<file path="config.mk">
export PLATFORM = sky130hd
export DESIGN_NAME = seq_restoring_divider
export DESIGN_NICKNAME = d
export VERILOG_FILES = /design/src/rtl/seq_restoring_divider.sv
export SDC_FILE = /design/constraint.sdc
export NUM_CORES = 1
export LEC_CHECK = 0
export ABC_CLOCK_PERIOD_IN_PS = 2200
export CORE_MARGIN = 4
export CORE_UTILIZATION = 45
export DETAILED_ROUTE_END_ITERATION = 12
export GPL_ROUTABILITY_DRIVEN = 0
export PLACE_DENSITY = 0.76
export SYNTH_ARGS = -nofsm -noshare
export SYNTH_HDL_FRONTEND = slang
export SYNTH_SLANG_ARGS = --single-unit
</file>
<file path="constraint.sdc">
create_clock -name clk -period 2.2 [get_ports clk]
set_clock_uncertainty 0.15 [all_clocks]
set_input_delay 0.44 -clock clk [delete_from_list [all_inputs] [get_ports clk]]
set_output_delay 0.44 -clock clk [all_outputs]
set_load 0.02 [all_outputs]
</file>
<file path="src/rtl/seq_restoring_divider.sv">
// seq_restoring_divider: unsigned W-bit restoring divider, one quotient bit per clock.
// Optional macro DIVZERO_ERR_EN adds div_zero and short-circuits a zero divisor to DONE.
module seq_restoring_divider #(
   parameter int W = 4
) (
   input  logic         clk,
   input  logic         rst,
   input  logic         start,
   input  logic [W-1:0] dividend,
   input  logic [W-1:0] divisor,
   output logic         busy,
   output logic         done,
   output logic [W-1:0] quotient,
   output logic [W-1:0] remainder
`ifdef DIVZERO_ERR_EN
   ,
   output logic         div_zero
`endif
);
   localparam int CW = $clog2(W + 1);
   typedef enum logic [1:0] {S_IDLE, S_CALC, S_DONE} state_t;
   state_t         r_state, w_nxt;
   logic [W-1:0]   r_q, r_rem, r_div;
   logic [CW-1:0]  r_cnt;
   logic [W:0]     w_shift, w_diff;
   logic           w_acc, w_dz;

   assign w_acc   = (r_state == S_IDLE) && start;
   assign w_shift = {r_rem, r_q[W-1]};
   assign w_diff  = w_shift - {1'b0, r_div};

`ifdef DIVZERO_ERR_EN
   logic r_dz;
   assign w_dz     = (divisor == '0);
   assign div_zero = r_dz;
   always_ff @(posedge clk or posedge rst)
      if (rst) r_dz <= 1'b0;
      else if (w_acc) r_dz <= w_dz;
`else
   assign w_dz = 1'b0;
`endif

   always_ff @(posedge clk or posedge rst)
      if (rst) r_state <= S_IDLE;
      else r_state <= w_nxt;

   always_comb begin
      w_nxt = r_state;
      busy  = (r_state == S_CALC);
      done  = (r_state == S_DONE);
      case (r_state)
         S_IDLE:  w_nxt = start ? (w_dz ? S_DONE : S_CALC) : S_IDLE;
         S_CALC:  w_nxt = (r_cnt == CW'(1)) ? S_DONE : S_CALC;
         default: w_nxt = S_IDLE;
      endcase
   end

   // Negative trial difference (MSB set) means restore the shifted remainder.
   always_ff @(posedge clk or posedge rst)
      if (rst) begin
         r_q   <= '0;
         r_rem <= '0;
         r_div <= '0;
         r_cnt <= '0;
      end else if (w_acc) begin
         r_q   <= w_dz ? '0 : dividend;
         r_rem <= '0;
         r_div <= divisor;
         r_cnt <= w_dz ? '0 : CW'(W);
      end else if (r_state == S_CALC) begin
         r_rem <= w_diff[W] ? w_shift[W-1:0] : w_diff[W-1:0];
         r_q   <= {r_q[W-2:0], ~w_diff[W]};
         r_cnt <= r_cnt - CW'(1);
      end

   assign quotient  = r_q;
   assign remainder = r_rem;
endmodule

</file>
==> flow_summary_export.csv, run 1 <==
group,metric,value,unit
yosys,synth_area,1000,um2
worst_setup_path,r2r_cells,8,
routing,vias_per_cell,5.37,
worst_setup_path,max_stage_delay,0.39,ns
yosys,synth_top_area_share,42.4,%
place,pre_cts_slack,0.0114,ns
cells_and_area,final_util,65.9,%
min_path,min_path_type,"flop to flop",
yosys,syn_area_per_cell,9.56,um2
clocking,root_buffer,"clkbuf_4",
grt,grt_overflow_total,0,
sta,tightest_slew,0.649,ns
sta,drv_slew,0,
sta,worst_slack,0.0773,ns
power_and_ir_drop,power.share.sequential,26.5,%
grt,grt_max_degree,18,
place,portBuffers,20,
routing,drt_iter0_markers,26,
yosys,synth_cell_types,36,
yosys,synthArstFlopShare,100,%
routing,detail-route-antenna-nets,0,
cells_and_area,drive_gt1_share,17.5,%
worst_setup_path,required,2.25,ns
power_and_ir_drop,intPower,1.30,mW
cells_and_area,fin_nets,156,
grt,grt_pass1_wl,4110,um
yosys,syn-num-nets,123,
grt,antenna_found_initial,0,
clocking,htree_levels,1,
floorplanning,die-area,3050,um2
yosys,synth_seq_cells,17,
clocking,cts_hold_buffers,0,
power_and_ir_drop,p_clk_share,7.2,%
floorplanning,core_region_area,2040,um2
worst_setup_path,slowest_stage,"dfrtp_1",
clocking,tritoncts,"yes",
yosys,synthCells,105,
cells_and_area,diodes,0,
worst_setup_path,path_cells,"inv_1 -> ha_1 -> inv_1 -> fa_2 -> a211o_1 -> a21o_1 -> and3_1 -> o31ai_2",
flow_run,cap_violations,0,
sta,finalCritPeriodShare,96.5,%
clocking,clock_path_buffers,2,
grt,grt_usage,16.5,%
yosys,synth_largest_area_cell,"dfrtp_1",
power_and_ir_drop,p_per_area,1710,nW/um2
worst_setup_path,arrival,2.17,ns
power_and_ir_drop,power.leakage,0.625,nW
routing,wl,2360,um
power_and_ir_drop,combinationalPowerShare,66.3,%
floorplanning,initial_utilization,49.1,%
floorplanning,ios,21,
min_path,hold_start,"r_state[1]",
power_and_ir_drop,swShare,43.3,%
cells_and_area,syn_to_final_growth,34.2,%
yosys,synth_area_leaders,"dfrtp_1, ha_1, nand2_1",
floorplanning,die_x,55.2,um
yosys,netlist_top_cells_count,"dfrtp_1, nand2_1, a21oi_1, inv_1, o21ai_0",
sta,post-route-min-period,2.12,ns
yosys,synth_warnings,0,
grt,grt_pass1_vias,885,
clocking,cts.sinks,17,
outcome,outcome,"finished, final reports clean",
worst_setup_path,critPathLaunchType,"flop",
place,hpwl,1780,um
yosys,seq_area_frac_synth,42.4,%
yosys,synth_edf_count,0,
floorplanning,die_h,55.2,um
worst_setup_path,critical_path_class,"flop to flop",
routing,num_vias,881,
worst_setup_path,worst_path_dominant_cell_family,"compound AO/OA/AOI/OAI gates",
worst_setup_path,rr_startpoint,"quotient[3]",
routing,drt-wirelength-per-cell,14.4,um
sta,max_freq,0.471,GHz
worst_setup_path,cp_common_cell,"inv_1",
worst_setup_path,critPathBufInv,2,
clocking,clk_pin_slew_worst_paths,0.10,ns
yosys,yosysMostFrequentCell,"dfrtp_1",
sta,relSlewSlack,56.7,%
power_and_ir_drop,netSwitchingPower,0.996,mW
min_path,whs_path_depth,1,
clocking,clk_latency,0.28,ns
routing,dr.pass1.iters,4,
min_path,hold_end,"quotient[2]",
routing,drc_errors,0,
worst_setup_path,worst_setup_path_end_kind,"flop",
worst_setup_path,r2r_setup_slack,0.08,ns
yosys,synth_flop_cell,"dfrtp_1",
worst_setup_path,worstReg2RegEnd,"remainder[2]",
worst_setup_path,path_max_fanout,6,
power_and_ir_drop,max-vdd-ir-drop,0.911,mV
sta,finalHoldViolCount,0,
floorplanning,rows,16,
clocking,cts_buffers,3,
sta,finalSetupViolCount,0,
[what timing repair did]
| item | 4_1_cts | 5_1_grt |
|---|---|---|
| resized for setup | 2 | 4 |
| pin swaps | 2 | 2 |
| gates cloned | 0 | 0 |
| setup endpoints to repair | 3 | 4 |
| buffers inserted | 2 | 1 |
[metrics by stage]
stage / std cells / area, um2 / hold WS (ns) / setup TNS [ns] / total power [mW]
finish: 164 / 1350 / 0.366 / 0 / 2.30
global route: 164 / 1350 / 0.405 / -0.0507 / 2.49
CTS: 163 / 1330 / 0.375 / 0 / 2.23
detailed placement: 157 / 1280 / 0.358 / 0 / 2.00
global placement: 157 / 1280 / 0.352 / 0 / 1.93
floorplan: 105 / 1000 / 0.216 / 0 / 1.53
[cells by family (layout without fill, tap and decap cells)]
| logic type | count (synthesis) | after routing | share of synthesized area, % |
|---|---|---|---|
| AND/OR/NAND/NOR | 36 | 36 | 20.2 |
| buffers and inverters | 12 | 44 | 5.11 |
| adder cells (fa/ha/maj) | 7 | 7 | 9.48 |
| XOR/XNOR | 2 | 2 | 1.75 |
| flip-flops | 17 | 17 | 42.4 |
| AO/OA/AOI/OAI | 30 | 30 | 20.0 |
| multiplexers | 1 | 1 | 1.12 |
[worst register-to-register path, cell delays in order, from the launching register on]
cell and delay [ns]:
dfrtp_1 0.39, inv_1 0.06, ha_1 0.13, inv_1 0.06
fa_2 0.35, a211o_1 0.31, a21o_1 0.23, and3_1 0.19
o31ai_2 0.18
[routing by layer]
metal	GRT usage [%]	up-vias	wire (um)	part of all wire, %
li1	-	429	-	-
met1	19.9	425	965	41
met2	29.1	25	1260	54
met3	3.26	2	111	4.7
met4	5.21	0	13	0.55
met5	0	-	0	0
[power by group through the flow]
stage / sequential (mW) / clock (mW) / combinational, mW
floorplan: 0.654 / 0 / 0.872
global route: 0.635 / 0.190 / 1.66
global placement: 0.602 / 0 / 1.33
CTS: 0.608 / 0.174 / 1.45
finish: 0.610 / 0.164 / 1.52
detailed placement: 0.612 / 0 / 1.39
[placed cells by master, fill, tap and decap left out, types with 4 or more instances in the layout]
master	count
a21oi_1	8
buf_4	11
clkdlybuf4s50_1	19
dfrtp_1	16
ha_1	6
inv_1	8
nand2_1	15
nand2b_1	4
o21ai_0	7
[registers in the layout, summed over array words and instances (netlist names)]
signal / count
quotient: 4
r_div: 4
remainder: 4
r_cnt: 3
r_state: 2
[how the worst max path moves through the flow]
stage / start / end / slack (ns) / cells after the start
after global routing: quotient[3] / remainder[0] / -0.03 / 8
after CTS: r_state[0] / busy / 0.02 / 3
after global placement: quotient[3] / remainder[0] / 0.09 / 8
final: quotient[3] / remainder[2] / 0.08 / 8
after floorplan: quotient[3] / remainder[0] / 0.003 / 8
after detailed placement: quotient[3] / remainder[2] / 0.01 / 8
[final cells by class]
class	count	area [um2]
fillers	184	696
inverters	9	33.8
clock buffers	4	26.3
repair buffers	31	285
flip-flops and latches	17	427
well taps	27	33.8
multi-input cells	76	541
No activity file was read; power rests on OpenSTA's default activity.
==> run 2, diff against run 1 <==
--- a/config.mk
+++ b/config.mk
@@ -7,10 +7,11 @@
 export LEC_CHECK = 0
 export ABC_CLOCK_PERIOD_IN_PS = 2200
 export CORE_MARGIN = 4
-export CORE_UTILIZATION = 45
+export CORE_UTILIZATION = 54
 export DETAILED_ROUTE_END_ITERATION = 12
+export DONT_BUFFER_PORTS = 1
 export GPL_ROUTABILITY_DRIVEN = 0
-export PLACE_DENSITY = 0.76
+export PLACE_DENSITY = 0.73
 export SYNTH_ARGS = -nofsm -noshare
 export SYNTH_HDL_FRONTEND = slang
 export SYNTH_SLANG_ARGS = --single-unit
==> flow_summary_export.csv, run 2 (same netlist as run 1, synthesis figures left out) <==
group,metric,value,unit
floorplanning,die-area,2610,um2
sta,finalCritPeriodShare,97.2,%
cells_and_area,syn_to_final_growth,12.1,%
grt,antenna_found_initial,0,
routing,drt-wirelength-per-cell,14.5,um
grt,grt_max_degree,18,
clocking,cts.sinks,17,
grt,grt_util_met2,31.3,%
cells_and_area,multiInputGateArea,534,um2
place,portBuffers,0,
min_path,hold_start,"divisor[3]",
place,place_area,1060,um2
routing,drt_iter0_markers,9,
routing,dr.pass1.iters,4,
clocking,root_buffer,"clkbuf_4",
worst_setup_path,critPathLaunchType,"flop",
floorplanning,rows,15,
worst_setup_path,critical_path_class,"flop to flop",
floorplanning,die_h,51.1,um
place,pre_cts_slack,-0.00200,ns
clocking,clk_pin_slew_worst_paths,0.11,ns
grt,grt_overflow_total,0,
sta,worst_slack,0.0613,ns
grt,grt_usage,17.5,%
grt,busiest_layer,"met2",
clocking,htree_levels,1,
worst_setup_path,worst_path_dominant_cell_family,"compound AO/OA/AOI/OAI gates",
clocking,tritoncts,"yes",
worst_setup_path,max_stage_delay,0.40,ns
sta,grt_setup_unrepaired,"true",
routing,detail-route-antenna-nets,0,
power_and_ir_drop,p_per_area,1820,nW/um2
power_and_ir_drop,netSwitchingPower,0.944,mW
worst_setup_path,path_cells,"inv_1 -> ha_2 -> inv_2 -> fa_2 -> a211o_1 -> a21o_1 -> and3_1 -> o31ai_2",
floorplanning,initial_utilization,57.5,%
worst_setup_path,worst_setup_path_end_kind,"flop",
power_and_ir_drop,combinationalPowerShare,60.0,%
flow_run,cap_violations,0,
worst_setup_path,path_max_fanout,6,
place,hpwl,1530,um
min_path,min_path_type,"input port to flop",
sta,drv_slew,0,
clocking,clk_latency,0.30,ns
sta,holdWs,0.106,ns
grt,grt_pass1_wl,3420,um
worst_setup_path,r2r_cells,8,
cells_and_area,diodes,0,
cells_and_area,drive_gt1_share,20.0,%
worst_setup_path,arrival,2.20,ns
floorplanning,core_region_area,1750,um2
sta,tightest_slew,0.642,ns
power_and_ir_drop,power.leakage,0.526,nW
worst_setup_path,critPathBufInv,2,
sta,relSlewSlack,57.2,%
floorplanning,ios,21,
routing,wl,2030,um
worst_setup_path,worstReg2RegEnd,"remainder[2]",
power_and_ir_drop,power.share.sequential,31.4,%
floorplanning,die_x,51.1,um
worst_setup_path,slowest_stage,"dfrtp_1",
clocking,cts_buffers,3,
routing,vias_per_cell,5.64,
worst_setup_path,r2r_setup_slack,0.06,ns
clocking,clock_path_buffers,2,
cells_and_area,fillCellCount,141,
cells_and_area,layout_commonest_cell,"dfrtp_1",
routing,num_vias,790,
grt,grt_pass1_vias,792,
sta,finalSetupViolCount,0,
sta,finalHoldViolCount,0,
outcome,outcome,"finished, final reports clean",
power_and_ir_drop,max-vdd-ir-drop,0.989,mV
sta,post-route-min-period,2.14,ns
sta,max_freq,0.468,GHz
worst_setup_path,rr_startpoint,"quotient[3]",
power_and_ir_drop,p_clk_share,8.6,%
min_path,whs_path_depth,2,
worst_setup_path,required,2.26,ns
cells_and_area,fin_nets,134,
grt,use_met1,20.0,%
power_and_ir_drop,intPower,1.10,mW
min_path,hold_end,"r_div[3]",
cells_and_area,final_cell_area,1120,um2
grt,met3_usage,5.25,%
cells_and_area,seq_area,425,um2
power_and_ir_drop,swShare,46.1,%
cells_and_area,final_cell_mix,"dfrtp_1, nand2_1, o21ai_0, a21oi_1, buf_4",
routing,drc_errors,0,
[run 2: repair_timing]
action | in CTS | in global routing
buffers inserted | 1 | 1
gates resized for setup | 2 | 2
endpoints found under the setup margin | 2 | 3
endpoints found under the hold margin | 17 | 0
hold buffers | 1 | 0
pin swaps | 2 | 2
[run 2: layout make-up]
type | count | share of cell area, %
clock buffers | 3 | 2.00
inverters | 9 | 3.00
repair buffers | 9 | 6.23
flip-flops and latches | 17 | 37.8
well taps | 25 | 2.78
clock inverters | 1 | 0.667
multi-input cells | 76 | 47.5
[run 2: how the worst max path moves through the flow]
stage	startpoint	to	slack, ns	depth (start not counted)
5_1_grt	quotient[3]	remainder[2]	-0.04	8
3_3_place_gp	quotient[3]	remainder[0]	0.08	8
6_report	quotient[3]	remainder[2]	0.06	8
4_1_cts	quotient[3]	remainder[2]	0.02	8
2_1_floorplan	quotient[3]	remainder[0]	0.003	8
3_5_place_dp	quotient[3]	remainder[2]	-0.002	8
[run 2: power by group through the flow]
stage	clock [mW]	combinational (mW)	sequential, mW
2_1_floorplan	0	0.872	0.654
3_3_place_gp	0	1.11	0.641
6_report	0.177	1.23	0.643
3_5_place_dp	0	1.15	0.650
5_1_grt	0.193	1.37	0.665
4_1_cts	0.181	1.20	0.643
[run 2: metal layers]
layer  share of wire (%)  wire length [um]
met1                  46               924
met2                  50              1010
met3                 4.1                84
met4                0.25                 5
met5                   0                 0
[run 2: per-stage QoR]
stage                     total power, mW  util, %  setup TNS, ns  instances
after detailed placement             1.80     60.9       -0.00200        133
final                                2.05     64.4              0        140
after global placement               1.75     60.9              0        133
after CTS                            2.02     63.9              0        139
after floorplan                      1.53        -              0        105
after global routing                 2.23     64.4        -0.0416        140
==> run 3, diff against run 2 <==
--- a/config.mk
+++ b/config.mk
@@ -6,8 +6,10 @@
 export NUM_CORES = 1
 export LEC_CHECK = 0
 export ABC_CLOCK_PERIOD_IN_PS = 2200
+export CAP_MARGIN = 10
 export CORE_MARGIN = 4
 export CORE_UTILIZATION = 54
+export CTS_CLUSTER_DIAMETER = 30
 export DETAILED_ROUTE_END_ITERATION = 12
 export DONT_BUFFER_PORTS = 1
 export GPL_ROUTABILITY_DRIVEN = 0
==> results of run 3 <==
Final layout, timing and power as in run 2 (identical DEF).
